`src/rtl/mips_instr_encoder.sv`:
```
// Encodes symbolic instruction commands into 32-bit MIPS words and writes them
// sequentially into instruction memory through a registered write port.
// Latency: 1 cycle from accept to write. Backpressure: cmd_ready low unless LOADing and not full.
//
// Ports:
//   clk, reset (sync, active-low)     : clock and reset
//   prog_start / prog_end             : pulses that open / close a program load
//   cmd_valid / cmd_ready / cmd_*     : command handshake and instruction fields
//   im_we / im_addr / im_wdata        : instruction-memory write port (registered)
//   count / full / done               : words accepted, capacity reached, load finished
module mips_instr_encoder #(
    parameter int ADDR_W = 6
) (
    input  logic              clk,
    input  logic              reset,
    input  logic              prog_start,
    input  logic              prog_end,
    input  logic              cmd_valid,
    output logic              cmd_ready,
    input  logic [2:0]        cmd_kind,
    input  logic [4:0]        cmd_rs,
    input  logic [4:0]        cmd_rt,
    input  logic [4:0]        cmd_rd,
    input  logic [5:0]        cmd_funct,
    input  logic [15:0]       cmd_imm,
    input  logic [25:0]       cmd_target,
    output logic              im_we,
    output logic [ADDR_W-1:0] im_addr,
    output logic [31:0]       im_wdata,
    output logic [ADDR_W:0]   count,
    output logic              full,
    output logic              done
);

    localparam logic [ADDR_W:0] DEPTH_C = (ADDR_W+1)'(1 << ADDR_W);
    localparam logic [ADDR_W:0] LAST_C  = DEPTH_C - (ADDR_W+1)'(1);
    localparam logic [ADDR_W:0] ONE_C   = (ADDR_W+1)'(1);

    typedef enum logic [1:0] {
        S_IDLE = 2'd0,
        S_LOAD = 2'd1,
        S_DONE = 2'd2
    } state_t;

    state_t              state_q, state_d;
    logic [ADDR_W:0]     count_q, count_d;
    logic                im_we_q, im_we_d;
    logic [ADDR_W-1:0]   im_addr_q, im_addr_d;
    logic [31:0]         im_wdata_q, im_wdata_d;
    logic                accept;

    function automatic logic [31:0] encode(
        input logic [2:0]  kind,
        input logic [4:0]  rs,
        input logic [4:0]  rt,
        input logic [4:0]  rd,
        input logic [5:0]  funct,
        input logic [15:0] imm,
        input logic [25:0] target
    );
        logic [31:0] w;
        case (kind)
            3'd1:    w = {6'b100011, rs, rt, imm};            // LW
            3'd2:    w = {6'b101011, rs, rt, imm};            // SW
            3'd3:    w = {6'b000100, rs, rt, imm};            // BEQ
            3'd4:    w = {6'b001000, rs, rt, imm};            // ADDI
            3'd5:    w = {6'b000010, target};                 // J
            3'd6:    w = {6'b001101, rs, rt, imm};            // ORI
            3'd7:    w = {6'b000101, rs, rt, imm};            // BNE
            default: w = {6'b000000, rs, rt, rd, 5'b00000, funct}; // R
        endcase
        return w;
    endfunction

    // full is derived from count: count saturates at DEPTH, so the MSB alone
    // would do, but the explicit compare keeps intent obvious.
    assign full      = (count_q == DEPTH_C);
    assign done      = (state_q == S_DONE);
    assign cmd_ready = (state_q == S_LOAD) && !full;
    assign accept    = cmd_valid && cmd_ready;

    assign count     = count_q;
    assign im_we     = im_we_q;
    assign im_addr   = im_addr_q;
    assign im_wdata  = im_wdata_q;

    always_comb begin
        state_d    = state_q;
        count_d    = count_q;
        im_we_d    = 1'b0;
        im_addr_d  = im_addr_q;
        im_wdata_d = im_wdata_q;

        if (accept) begin
            im_we_d    = 1'b1;
            // A simultaneous prog_start restarts the program, so this word lands at 0.
            im_addr_d  = prog_start ? '0 : count_q[ADDR_W-1:0];
            im_wdata_d = encode(cmd_kind, cmd_rs, cmd_rt, cmd_rd,
                                cmd_funct, cmd_imm, cmd_target);
        end

        if (prog_start) begin
            // prog_start overrides prog_end and any fill-triggered DONE.
            state_d = S_LOAD;
            count_d = accept ? ONE_C : '0;
        end else begin
            if (accept) begin
                count_d = count_q + ONE_C;
            end
            case (state_q)
                S_LOAD: begin
                    if (prog_end || (accept && (count_q == LAST_C))) begin
                        state_d = S_DONE;
                    end
                end
                default: begin
                end
            endcase
        end
    end

    always_ff @(posedge clk) begin
        if (!reset) begin
            state_q    <= S_IDLE;
            count_q    <= '0;
            im_we_q    <= 1'b0;
            im_addr_q  <= '0;
            im_wdata_q <= '0;
        end else begin
            state_q    <= state_d;
            count_q    <= count_d;
            im_we_q    <= im_we_d;
            im_addr_q  <= im_addr_d;
            im_wdata_q <= im_wdata_d;
        end
    end

endmodule

```
`config.mk`:
```
export PLATFORM = sky130hd
export DESIGN_NAME = mips_instr_encoder
export DESIGN_NICKNAME = d
export VERILOG_FILES = /design/src/rtl/mips_instr_encoder.sv
export SDC_FILE = /design/constraint.sdc
export NUM_CORES = 1
export LEC_CHECK = 0
export BUFFER_PORTS_ARGS = -buffer_cell sky130_fd_sc_hd__buf_2
export CAP_MARGIN = 20
export CORE_MARGIN = 5
export CORE_UTILIZATION = 30
export DETAILED_ROUTE_END_ITERATION = 16
export PLACE_DENSITY_LB_ADDON = 0.08
export SETUP_SLACK_MARGIN = 0.4
export SLEW_MARGIN = 20
export SYNTH_ARGS = -nofsm -noshare
export SYNTH_HDL_FRONTEND = slang
export SYNTH_SLANG_ARGS = --single-unit
```
`constraint.sdc`:
```
create_clock -name clk -period 1.45 [get_ports clk]
set_input_delay 0.3625 -clock clk [delete_from_list [all_inputs] [get_ports clk]]
set_output_delay 0.3625 -clock clk [all_outputs]
set_load 0.1 [all_outputs]
```
==> flow_summary.json, run 1 <==
{
  "clock.fmax_mhz": 552,
  "synthCells": 294,
  "postPlaceCellArea_um2": 3700,
  "grt_pass1_vias": 3030,
  "post-route-util_pct": 67.1,
  "io_buffers": 118,
  "synth_top_flop_cell": "dfxtp_1",
  "layout_setup_ws_ns": -0.361,
  "p_leak_nw": 2.16,
  "numCtsBuffers": 5,
  "start_util_pct": 30.7,
  "cts_root_buf": "clkbuf_8",
  "end_kind": "output pin",
  "areaGrowthSynthToFinish_pct": 118,
  "violations": "negative setup slack",
  "vias": 2878,
  "min_period_over_period_pct": 125,
  "dr.first_iter.drc_count": 65,
  "dieWidth_um": 98.7,
  "peakVddDrop_uv": 409,
  "htreeDepth": 2,
  "clkSinkCount": 47,
  "power_density_nw_per_um2": 656,
  "fin_total_pwr_w": 0.00339,
  "finalSetupViolCount": 44,
  "startpoint_type": "flip-flop",
  "ys_types": 39,
  "ys_warn_count": 0,
  "drtAntennaViolNets": 0,
  "finalCriticalPeriod_ns": 1.81,
  "routedWlPerCell_um": 16.5,
  "fin_nets": 547,
  "die_h_um": 98.7,
  "maxSlewViolCount": 0,
  "maxCapViolCount": 0,
  "postLayoutCellArea_um2": 5160,
  "syn_area_um2": 2360,
  "drc": 0,
  "grt_usage_pct": 18.4,
  "synth_nets": 367,
  "num_rows": 32,
  "gp_congestion": 0.744,
  "hpwlAfterDp_mm": 5.91,
  "holdBufCountCts": 0,
  "clk_pin_slew_ns": 0.09,
  "postRouteWirelength_mm": 9.54,
  "synth_edf_count": 0,
  "cts_buffer_depth": 2,
  "grt_pass1_wl_mm": 14.7,
  "grt_antenna_before_repair": 0,
  "synthTopCellsByArea": "dfxtp_1 40%, a21oi_1 6.1%, nor2_1 5.2%",
  "seq_area_frac_synth_pct": 39.8,
  "drtPass1Iterations": 4,
  "status": "finished, violations left",
  "synth-async-reset-ratio_pct": 0,
  "holdCritPathClass": "input pin to flip-flop",
  "viasPerCell": 4.99,
  "crit_type": "flip-flop to output pin",
  "dieArea_um2": 9750,
  "grt_max_degree": 19,
  "avgSynthCellArea_um2": 8.03,
  "overflow": 0,
  "diodes": 0,
  "rsz0062_at_grt": "true",
  "clk_latency_ns": 0.30,
  "crit_required_ns": 1.09,
  "hold_viol_final": 0,
  "crit_fanout": 2,
  "drive_gt1_share_pct": 71.4,
  "finalClockSkew_ns": 0.00323,
  "dp_slack_ns": -0.104,
  "core_area_um2": 7690,
  "critPathArrivalTime_ns": 1.45,
  "ys_ff_latch": 47,
  "num_io_pins": 120,
  "cts_tree": "yes",
  "hold_slack_ns": 0.318,
  "synth_top_area_share_pct": 39.8,
  "yosys.area.top_type": "dfxtp_1"
}
==> path summary, 6_finish.rpt <==
check / from / endpoint / slack, ns / cells after the start
worst max-delay path: count[0] / cmd_ready / -0.36 / 5
worst min-delay path: cmd_rt[3] / im_wdata[19] / 0.32 / 3
worst max register to register: count[0] / im_wdata[23] / -0.26 / 9
worst min register to register: im_wdata[8] / im_wdata[8] / 0.48 / 2
==> power by group <==
group / switching, W / internal, W
logic: 0.000697 / 0.000532
registers: 0.0000500 / 0.00132
clock network: 0.000451 / 0.000340
total: 0.00120 / 0.00219
==> logic make-up (layout without fill, tap and decap cells) <==
group           after synthesis  in the layout  share of synthesized area, %
fa+ha+maj                     2              2                          1.06
compound gates               96             96                          27.5
buf+inv                      32            212                          6.78
flops                        47             47                          39.8
simple gates                110            111                          22.4
other cells                   1              1                         0.159
xor+xnor                      6              6                          2.22
==> through the flow <==
stage               std cells  TNS (ns)
floorplan                 294     -4.02
global placement          523     -1.43
detailed placement        523     -1.69
CTS                       559     -3.22
global route              577    -11.91
finish                    577     -8.98
==> state kept, by name, summed over array words and instances, names as in the netlist <==
| name | cells |
|---|---|
| im_wdata | 31 |
| count | 7 |
| im_addr | 6 |
| state_q | 2 |
| im_we | 1 |
==> worst max-delay path, stage by stage, from the launching register on <==
cell and delay [ns]:
dfxtp_4 0.37, inv_4 0.04, ha_4 0.15, and3_4 0.18, nor3b_4 0.20, buf_12 0.20
==> cell type report <==
class | count | area (µm²)
Clock buffer | 7 | 76.3
Clock inverter | 1 | 5.00
Fill cell | 617 | 2530
Inverter | 7 | 31.3
Multi-Input combinational cell | 216 | 1700
Sequential cell | 47 | 1040
Tap cell | 102 | 128
Timing Repair Buffer | 197 | 2180
==> per-layer routing <==
layer / vias to the layer above / wire length, µm / global-route usage [%]
li1: 1429 / - / -
met1: 1365 / 3770 / 21.1
met2: 76 / 5180 / 33.7
met3: 8 / 505 / 4.46
met4: 0 / 85 / 5.46
met5: - / 0 / 0
==> Yosys cell counts, types with 4 or more instances <==
master / n
a211o_1: 11
a21boi_0: 5
a21oi_1: 29
a311oi_1: 11
a32o_1: 5
buf_2: 11
clkbuf_1: 7
dfxtp_1: 47
inv_1: 5
nand2_1: 30
nand2b_1: 4
nand3_1: 22
nand3b_1: 4
nor2_1: 33
o21ai_0: 14
o22ai_1: 11
or3_1: 5
==> timing repair <==
action	in CTS	in global routing
cloned	5	4
hold endpoints to repair	0	0
resized for setup	164	74
setup endpoints to repair	95	95
pin swaps	11	40
setup buffers	23	14
==> cells in the final DEF, fill, tap and decap left out, drive strengths merged, types with 5 or more instances in the layout <==
cell,instances
dfxtp,47
nand2,31
a21oi,29
buf,193
nor2,33
a21boi,5
inv,5
or3,5
nand3,22
a32o,5
a211o,11
a311oi,11
o21ai,17
clkbuf,11
o22ai,11
Note: power is estimated with default switching activity, not from simulation.
==> inputs of run 2 (changes only) <==
--- a/config.mk
+++ b/config.mk
@@ -5,11 +5,11 @@
 export SDC_FILE = /design/constraint.sdc
 export NUM_CORES = 1
 export LEC_CHECK = 0
-export BUFFER_PORTS_ARGS = -buffer_cell sky130_fd_sc_hd__buf_2
 export CAP_MARGIN = 20
 export CORE_MARGIN = 5
 export CORE_UTILIZATION = 30
 export DETAILED_ROUTE_END_ITERATION = 16
+export DONT_BUFFER_PORTS = 1
 export PLACE_DENSITY_LB_ADDON = 0.08
 export SETUP_SLACK_MARGIN = 0.4
 export SLEW_MARGIN = 20
==> run 2 against run 1 <==
  * Setup slack worse by 0.0013 ns
  * Clock power up 24%
  * The flow still finishes with violations (negative setup slack)
  * Count of clock-buffer cells in the layout down 1
  * Sequential share of layout area increased by 7.0 points
  * Register-to-register slack lost 0.08 ns
  * Combinational power decreased by 43%
  * Cell count fell by 21%
  * Cell area is 22% lower
==> flow_summary.json, run 2 (same netlist as run 1, synthesis figures left out) <==
{
  "status": "finished, violations left",
  "violations": "negative setup slack",
  "clock.fmax_mhz": 552,
  "cts_root_buf": "clkbuf_8",
  "post-route-util_pct": 52.4,
  "drtAntennaViolNets": 0,
  "clkSinkCount": 47,
  "grt_antenna_before_repair": 0,
  "dieArea_um2": 9750,
  "num_rows": 32,
  "start_util_pct": 30.7,
  "fin_nets": 423,
  "critPathArrivalTime_ns": 1.45,
  "htreeDepth": 2,
  "grt_pass1_wl_mm": 13.1,
  "maxCapViolCount": 0,
  "io_buffers": 0,
  "drc": 0,
  "stdcell_count": 453,
  "vias": 2422,
  "holdBufCountCts": 0,
  "areaGrowthSynthToFinish_pct": 70.4,
  "diodes": 0,
  "multi_input_area_um2": 1680,
  "num_io_pins": 120,
  "mostFrequentLayoutCells": "38 x dfxtp_4, 28 x buf_4, 25 x nor2_1",
  "maxSlewViolCount": 0,
  "clk_latency_ns": 0.30,
  "dr.first_iter.drc_count": 52,
  "ff_latch_area_um2": 1090,
  "layout_setup_ws_ns": -0.362,
  "cts_buffer_depth": 2,
  "grt_pass1_vias": 2526,
  "power_density_nw_per_um2": 798,
  "crit_required_ns": 1.09,
  "numCtsBuffers": 5,
  "layout_commonest_cell": "dfxtp_4",
  "gp_congestion": 0.716,
  "viasPerCell": 5.35,
  "rsz0062_at_grt": "true",
  "core_area_um2": 7690,
  "nFillCells": 733,
  "finalCriticalPeriod_ns": 1.81,
  "crit_fanout": 2,
  "dieWidth_um": 98.7,
  "clk_pin_slew_ns": 0.10,
  "p_leak_nw": 1.47,
  "routedWlPerCell_um": 18.0,
  "drive_gt1_share_pct": 60.4,
  "finalClockSkew_ns": 0.0102,
  "hpwlAfterDp_mm": 5.58,
  "grt_max_degree": 35,
  "die_h_um": 98.7,
  "dp_cells": 413,
  "min_period_over_period_pct": 125,
  "postRouteWirelength_mm": 8.15,
  "overflow": 0,
  "hold_viol_final": 0,
  "grt_usage_pct": 16.5,
  "drtPass1Iterations": 5,
  "finalSetupViolCount": 44,
  "peakVddDrop_uv": 545,
  "startpoint_type": "flip-flop",
  "holdCritPathClass": "input pin to flip-flop",
  "largest_reg_flops": 31,
  "end_kind": "output pin",
  "cts_tree": "yes",
  "crit_type": "flip-flop to output pin"
}
## run 2: cell types whose count changed in the layout (fill, tap and decap cells not counted), moves of 4 or more
cell,change
dfxtp_2,-20
buf_2,-70
nand2_2,+5
buf_4,-23
clkbuf_16,-4
buf_12,-30
dfxtp_4,+20
## run 2: layer usage
layer | vias to the layer above | routed length, µm | GRT usage [%]
met5 | - | 0 | 0
li1 | 1188 | - | -
met1 | 1151 | 3200 | 19.4
met2 | 78 | 4310 | 29.7
met3 | 5 | 582 | 5.10
met4 | 0 | 57 | 3.15
## run 2: where the power goes
part / internal [W] / total [W] / switching (W)
registers: 0.00129 / 0.00153 / 0.000243
logic: 0.000316 / 0.000700 / 0.000384
clock network: 0.000517 / 0.000976 / 0.000459
total: 0.00212 / 0.00321 / 0.00109
## run 2: cell type report
type,count,share of cell area [%]
multi-input cells,216,41.7
clock buffers,6,1.80
clock inverters,2,0.901
flip-flops and latches,47,27.2
inverters,7,0.777
well taps,102,3.17
repair buffers,73,24.4
## run 2: stage by stage
stage	total power [W]	TNS [ns]	instance area [µm²]	setup slack [ns]	hold WS, ns
CTS	0.00320	-7.43	3810	-0.385	0.174
global placement	0.00211	-0.230	2960	-0.0654	0.438
floorplan	0.00200	-4.02	2590	-0.855	0.489
finish	0.00321	-9.72	4030	-0.362	0.186
global route	0.00336	-12.62	4030	-0.424	0.171
detailed placement	0.00211	-0.792	2960	-0.0805	0.442
## run 2: worst paths after layout
check,from,end,cells after the start,slack (ns)
max,count[0],cmd_ready,5,-0.36
min,reset,im_we,2,0.19
max reg2reg,count[0],im_wdata[29],8,-0.34
min reg2reg,im_wdata[31],im_wdata[31],2,0.50
## run 2: critical path, cell delays in order (launching register included)
cell     delay [ns]
dfxtp_4        0.37
inv_4          0.04
ha_4           0.15
and3_4         0.18
nor3b_4        0.20
buf_12         0.20
## run 2: what timing repair did
item                       CTS  global route
gates resized for setup    132            40
buffers inserted            18             9
gates cloned                 5             0
setup endpoints to repair   95            95
pin swaps                   34            15
